==> src/rtl/writeback_stage.sv <==
// Final pipeline stage: selects the register-file write data from the execute-stage results,
// resolves load data returning from the memory bus (alignment and sign extension), and owns
// the load-wait state machine.
//
// Ports:
//   clk, sync_rst_n   clock and synchronous active-low reset
//   clk_en            pipeline advance enable from the hazard unit
//   ctr_in            writeback select (000 none, 001 ALU, 010 load, 011 link, 100 LUI)
//   inst_u_imm_in     U-type immediate upper bits
//   inst_fn3_in       load width/sign code
//   rd_addr_in        destination register
//   alu_in            ALU result; [1:0] is the load byte offset
//   inc_pc_in         word address of PC+4
//   mem_data_in       memory read data, big-endian lanes (offset 0 in [31:24])
//   mem_ready         read data valid this cycle
//   rd_we/rd_waddr/rd_wdata  registered register-file write port
//   stall             hold upstream stages while a load is outstanding
//   load_fault        one-cycle pulse when a load times out
module writeback_stage #(
  parameter int unsigned LOAD_TIMEOUT = 255,
  parameter int unsigned CNT_W        = 10
) (
  input  logic        clk,
  input  logic        sync_rst_n,
  input  logic        clk_en,
  input  logic [2:0]  ctr_in,
  input  logic [19:0] inst_u_imm_in,
  input  logic [2:0]  inst_fn3_in,
  input  logic [4:0]  rd_addr_in,
  input  logic [31:0] alu_in,
  input  logic [29:0] inc_pc_in,
  input  logic [31:0] mem_data_in,
  input  logic        mem_ready,
  output logic        rd_we,
  output logic [4:0]  rd_waddr,
  output logic [31:0] rd_wdata,
  output logic        stall,
  output logic        load_fault
);

  localparam logic [2:0] CtrAlu  = 3'b001;
  localparam logic [2:0] CtrLoad = 3'b010;
  localparam logic [2:0] CtrLink = 3'b011;
  localparam logic [2:0] CtrLui  = 3'b100;

  typedef enum logic [0:0] {StIdle, StLoadWait} state_e;

  state_e           state_q;
  logic [CNT_W-1:0] cnt_q;
  logic [2:0]       ld_fn3_q;
  logic [4:0]       ld_rd_q;
  logic [1:0]       ld_off_q;
  logic             rd_we_q;
  logic [4:0]       rd_waddr_q;
  logic [31:0]      rd_wdata_q;
  logic             load_fault_q;

  // Lane k of the bus sits at [31-8k -: 8]; halves and words are assembled little-endian.
  function automatic logic [31:0] load_align(input logic [31:0] data, input logic [2:0] fn3,
                                             input logic [1:0] off);
    logic [7:0]  b;
    logic [15:0] h;
    logic [31:0] w;
    case (off)
      2'd0:    b = data[31:24];
      2'd1:    b = data[23:16];
      2'd2:    b = data[15:8];
      default: b = data[7:0];
    endcase
    h = off[1] ? {data[7:0], data[15:8]} : {data[23:16], data[31:24]};
    w = {data[7:0], data[15:8], data[23:16], data[31:24]};
    case (fn3)
      3'd0:    load_align = {{24{b[7]}}, b};
      3'd4:    load_align = {24'h0, b};
      3'd1:    load_align = {{16{h[15]}}, h};
      3'd5:    load_align = {16'h0, h};
      3'd2:    load_align = w;
      default: load_align = 32'h0;
    endcase
  endfunction

  logic        idle_wr;
  logic [31:0] idle_data;
  logic [31:0] wait_data;
  logic        idle_load_miss;

  always_comb begin
    idle_wr   = 1'b0;
    idle_data = 32'h0;
    case (ctr_in)
      CtrAlu: begin
        idle_wr   = 1'b1;
        idle_data = alu_in;
      end
      CtrLoad: begin
        idle_wr   = 1'b1;
        idle_data = load_align(mem_data_in, inst_fn3_in, alu_in[1:0]);
      end
      CtrLink: begin
        idle_wr   = 1'b1;
        idle_data = {inc_pc_in, 2'b00};
      end
      CtrLui: begin
        idle_wr   = 1'b1;
        idle_data = {inst_u_imm_in, 12'h000};
      end
      default: ;
    endcase
    wait_data      = load_align(mem_data_in, ld_fn3_q, ld_off_q);
    idle_load_miss = (ctr_in == CtrLoad) && clk_en && !mem_ready;
  end

  // Stall covers the first wait cycle combinationally so execute freezes on the accepting edge.
  assign stall = sync_rst_n &&
                 ((state_q == StLoadWait) || ((state_q == StIdle) && idle_load_miss));

  always_ff @(posedge clk) begin
    if (!sync_rst_n) begin
      state_q      <= StIdle;
      cnt_q        <= '0;
      ld_fn3_q     <= 3'h0;
      ld_rd_q      <= 5'h0;
      ld_off_q     <= 2'h0;
      rd_we_q      <= 1'b0;
      rd_waddr_q   <= 5'h0;
      rd_wdata_q   <= 32'h0;
      load_fault_q <= 1'b0;
    end else begin
      rd_we_q      <= 1'b0;
      load_fault_q <= 1'b0;
      case (state_q)
        StIdle: begin
          if (clk_en) begin
            if (idle_load_miss) begin
              state_q  <= StLoadWait;
              cnt_q    <= CNT_W'(1);
              ld_fn3_q <= inst_fn3_in;
              ld_rd_q  <= rd_addr_in;
              ld_off_q <= alu_in[1:0];
            end else if (idle_wr && (rd_addr_in != 5'd0)) begin
              rd_we_q    <= 1'b1;
              rd_waddr_q <= rd_addr_in;
              rd_wdata_q <= idle_data;
            end
          end
        end
        StLoadWait: begin
          if (mem_ready) begin
            state_q <= StIdle;
            cnt_q   <= '0;
            if (ld_rd_q != 5'd0) begin
              rd_we_q    <= 1'b1;
              rd_waddr_q <= ld_rd_q;
              rd_wdata_q <= wait_data;
            end
          end else if (cnt_q == CNT_W'(LOAD_TIMEOUT)) begin
            state_q      <= StIdle;
            cnt_q        <= '0;
            load_fault_q <= 1'b1;
          end else begin
            cnt_q <= cnt_q + CNT_W'(1);
          end
        end
        default: state_q <= StIdle;
      endcase
    end
  end

  assign rd_we      = rd_we_q;
  assign rd_waddr   = rd_waddr_q;
  assign rd_wdata   = rd_wdata_q;
  assign load_fault = load_fault_q;

endmodule
==> config.mk <==
export PLATFORM = sky130hd
export DESIGN_NAME = writeback_stage
export DESIGN_NICKNAME = d
export VERILOG_FILES = /design/src/rtl/writeback_stage.sv
export SDC_FILE = /design/constraint.sdc
export NUM_CORES = 1
export LEC_CHECK = 0
export BUFFER_PORTS_ARGS = -buffer_cell sky130_fd_sc_hd__clkbuf_2
export CORE_MARGIN = 2
export CORE_UTILIZATION = 55
export CTS_CLUSTER_SIZE = 20
export DETAILED_ROUTE_END_ITERATION = 6
export GPL_TIMING_DRIVEN = 0
export PLACE_DENSITY = 0.95
export RECOVER_POWER = 50
export SYNTH_ARGS = -nofsm -noshare
export SYNTH_HDL_FRONTEND = slang
export SYNTH_SLANG_ARGS = --single-unit
==> constraint.sdc <==
create_clock -name clk -period 2.85 [get_ports clk]
set_input_delay 0.1425 -clock clk [delete_from_list [all_inputs] [get_ports clk]]
set_output_delay 0.1425 -clock clk [all_outputs]
set_load 0.02 [all_outputs]
==> metrics.cfg <==
[run_status]
status=finished, violations left
violations=design-rule violations

[global_routing]
busiest_layer=met2
grt_pass1_wl_mm=29.0
use_met1_pct=50.1
grt_overflow=0
first_global_vias=5660
antenna_found_initial=0
grt_max_degree=12
grt_use_met2_pct=62.6
grt_use_met3_pct=7.59
track_usage_pct=38.5

[power]
p_sw_share_pct=32.8
p_switching_w=0.000805
clkPwrFrac_pct=37.4
power.internal_w=0.00165
total_leakage_power_nw=2.33
comb_power_share_pct=25.6
ir_drop_mv=0.257
power.density_nw_per_um2=418
power_frac_seq_pct=37.0

[die]
die-height_um=96.8
start_util_pct=57.0
dieWidth_um=96.8
core_sq_um=8300
row_count=33
fp.dieArea_sq_um=9370
num_io_pins=169

[yosys]
synth_area_leaders=dfxtp_1 25%, mux2_2 6.9%, mux2i_1 6.3%
postSynthCellCount=563
synth_flop_cell=dfxtp_1
synth_seq_cells=60
synth_cell_types=61
synth_top_area_cell=dfxtp_1
synth_seq_area_share_pct=25.4
synth-edff-count=0
yosysTopAreaCellShare_pct=25.4
async_reset_ff_share_pct=0
synth_area_per_cell_sq_um=8.41
synth.cell_area_sq_um=4730
synth_nets=693
yosys_warnings=0

[timing]
fin_setup_tns_ps=0
worst_pin_slew_ps=742
finClkSkew_ps=13.9
rsz0062_at_grt=no
setup_ws_ps=456
fin_crit_ps=2390
setup_viol=0
whs_ps=91.4
hold_viol=0
slew_headroom_pct=50.5
fmax_mhz=418
maxSlewViolCount=0
post-route-period-util_pct=84.0

[setup_path]
criticalPathCategory=reg -> reg
reg2reg_depth=6
r2r_slack_ps=460
end_kind=register
worstPathMaxFanout=8
startpoint_type=register
cp_data_arrival_time_ps=2620
required_ps=3080

[final_layout]
diodes=0
layout.nets=870
utilization_pct=70.7
fill_cells=689
drive_above_1_share_pct=27.8
layout_common_cells=127 x clkbuf_2, 74 x clkbuf_1, 60 x dfxtp_1
area_growth_pct=23.9
layout_commonest_cell=clkbuf_2

[clocking]
clk_latency_ps=360
numCtsBuffers=9
cts_sinks=60
postCtsHoldBufs=0
cts_tree=built
ctsResizeCount=0
clock_path_buffers=2
path_clk_slew_ps=80
h-tree-depth=3
postCtsSetupRepairBufs=0
cts-root-buf=clkbuf_8

[placed_design]
detailedPlace.worstSlack_ps=697
gp_congestion=0.990
io_buffers=166
hpwl_mm=13.9

[routing]
drc=20
drt_iter0_drc=721
dr.pass1.iters=7
routed_via_density=6.77
vias=5752
ant_nets=0
drt_wl_total_mm=18.5
avgRoutedWirePerCell_um=21.8

[worst_hold_path]
holdPathStages=3
hold_class=in -> reg

[run]
drv_cap=0

[per-layer routing]
metal  part of all wire, %  wire, um  up-vias
met1                    38      7050     2700
met5                     0         0        -
li1                      -         -     2543
met4                   3.7       677        0
met3                    12      2280       62
met2                    46      8510      447
[logic make-up after synthesis]
family                     synth area share (%)
muxes                                      18.8
DFF                                        25.4
and+or+nand+nor                            16.3
buffers and inverters                      5.87
AOI/OAI and AO/OA                          33.0
xor gates and xnor gates                  0.370
adders and majority gates                 0.264
[final cells by class]
| type | count | area [sq um] | area share (%) |
|---|---|---|---|
| Clock buffer | 10 | 138 | 2.35 |
| Buffer | 56 | 250 | 4.27 |
| Multi-Input combinational cell | 442 | 3260 | 55.5 |
| Timing Repair Buffer | 166 | 782 | 13.3 |
| Inverter | 5 | 18.8 | 0.320 |
| Tap cell | 105 | 131 | 2.24 |
| Clock inverter | 6 | 87.6 | 1.49 |
| Sequential cell | 60 | 1200 | 20.5 |
[power by group through the flow]
stage	clock, W	combinational, W	sequential [W]
6_report	0.000918	0.000628	0.000908
5_1_grt	0.000943	0.000664	0.000913
4_1_cts	0.000895	0.000621	0.000907
3_5_place_dp	0	0.000617	0.000925
3_3_place_gp	0	0.000603	0.000924
2_1_floorplan	0	0.000305	0.000972
[stage by stage]
| step | std cells | cell area, sq um | total power (W) |
|---|---|---|---|
| 6_report | 850 | 5860 | 0.00245 |
| 5_1_grt | 850 | 5860 | 0.00252 |
| 4_1_cts | 850 | 5920 | 0.00242 |
| 3_5_place_dp | 834 | 5700 | 0.00154 |
| 3_3_place_gp | 834 | 5700 | 0.00153 |
| 2_1_floorplan | 563 | 4730 | 0.00128 |
[path summary, 6_finish.rpt]
path,startpoint,endpoint
setup / recovery,ld_off_q[1],rd_wdata[13]
setup reg to reg,ld_off_q[1],rd_wdata[13]
hold reg to reg,cnt_q[6],cnt_q[6]
hold / removal,rd_addr_in[3],ld_rd_q[3]
[critical path, cell delays in order, from the launching register on]
cell,delay (ps)
dfxtp_1,310
clkbuf_1,430
mux4_2,570
nand3_1,310
a31oi_1,130
a211oi_1,400
a21oi_1,120
[flip-flops by register name (all words and copies together) (netlist names)]
signal / count
cnt_q: 10
ld_fn3_q: 3
ld_off_q: 2
ld_rd_q: 5
load_fault: 1
rd_waddr: 5
rd_wdata: 32
rd_we: 1
state_q: 1
[cells in the mapped netlist, drive strengths merged, types with 6 or more instances]
| cell | instances |
|---|---|
| dfxtp | 60 |
| o21ai | 55 |
| nand2 | 45 |
| a21o | 35 |
| clkbuf | 33 |
| a31oi | 32 |
| mux2 | 30 |
| mux2i | 30 |
| nor2 | 24 |
| a21oi | 23 |
| buf | 23 |
| a222oi | 21 |
| nor2b | 19 |
| a221o | 12 |
| mux4 | 11 |
| a22oi | 9 |
| a211oi | 8 |
| nor3b | 8 |
| nand3 | 6 |
| nor3 | 6 |
(Power assumes the default switching activity.)
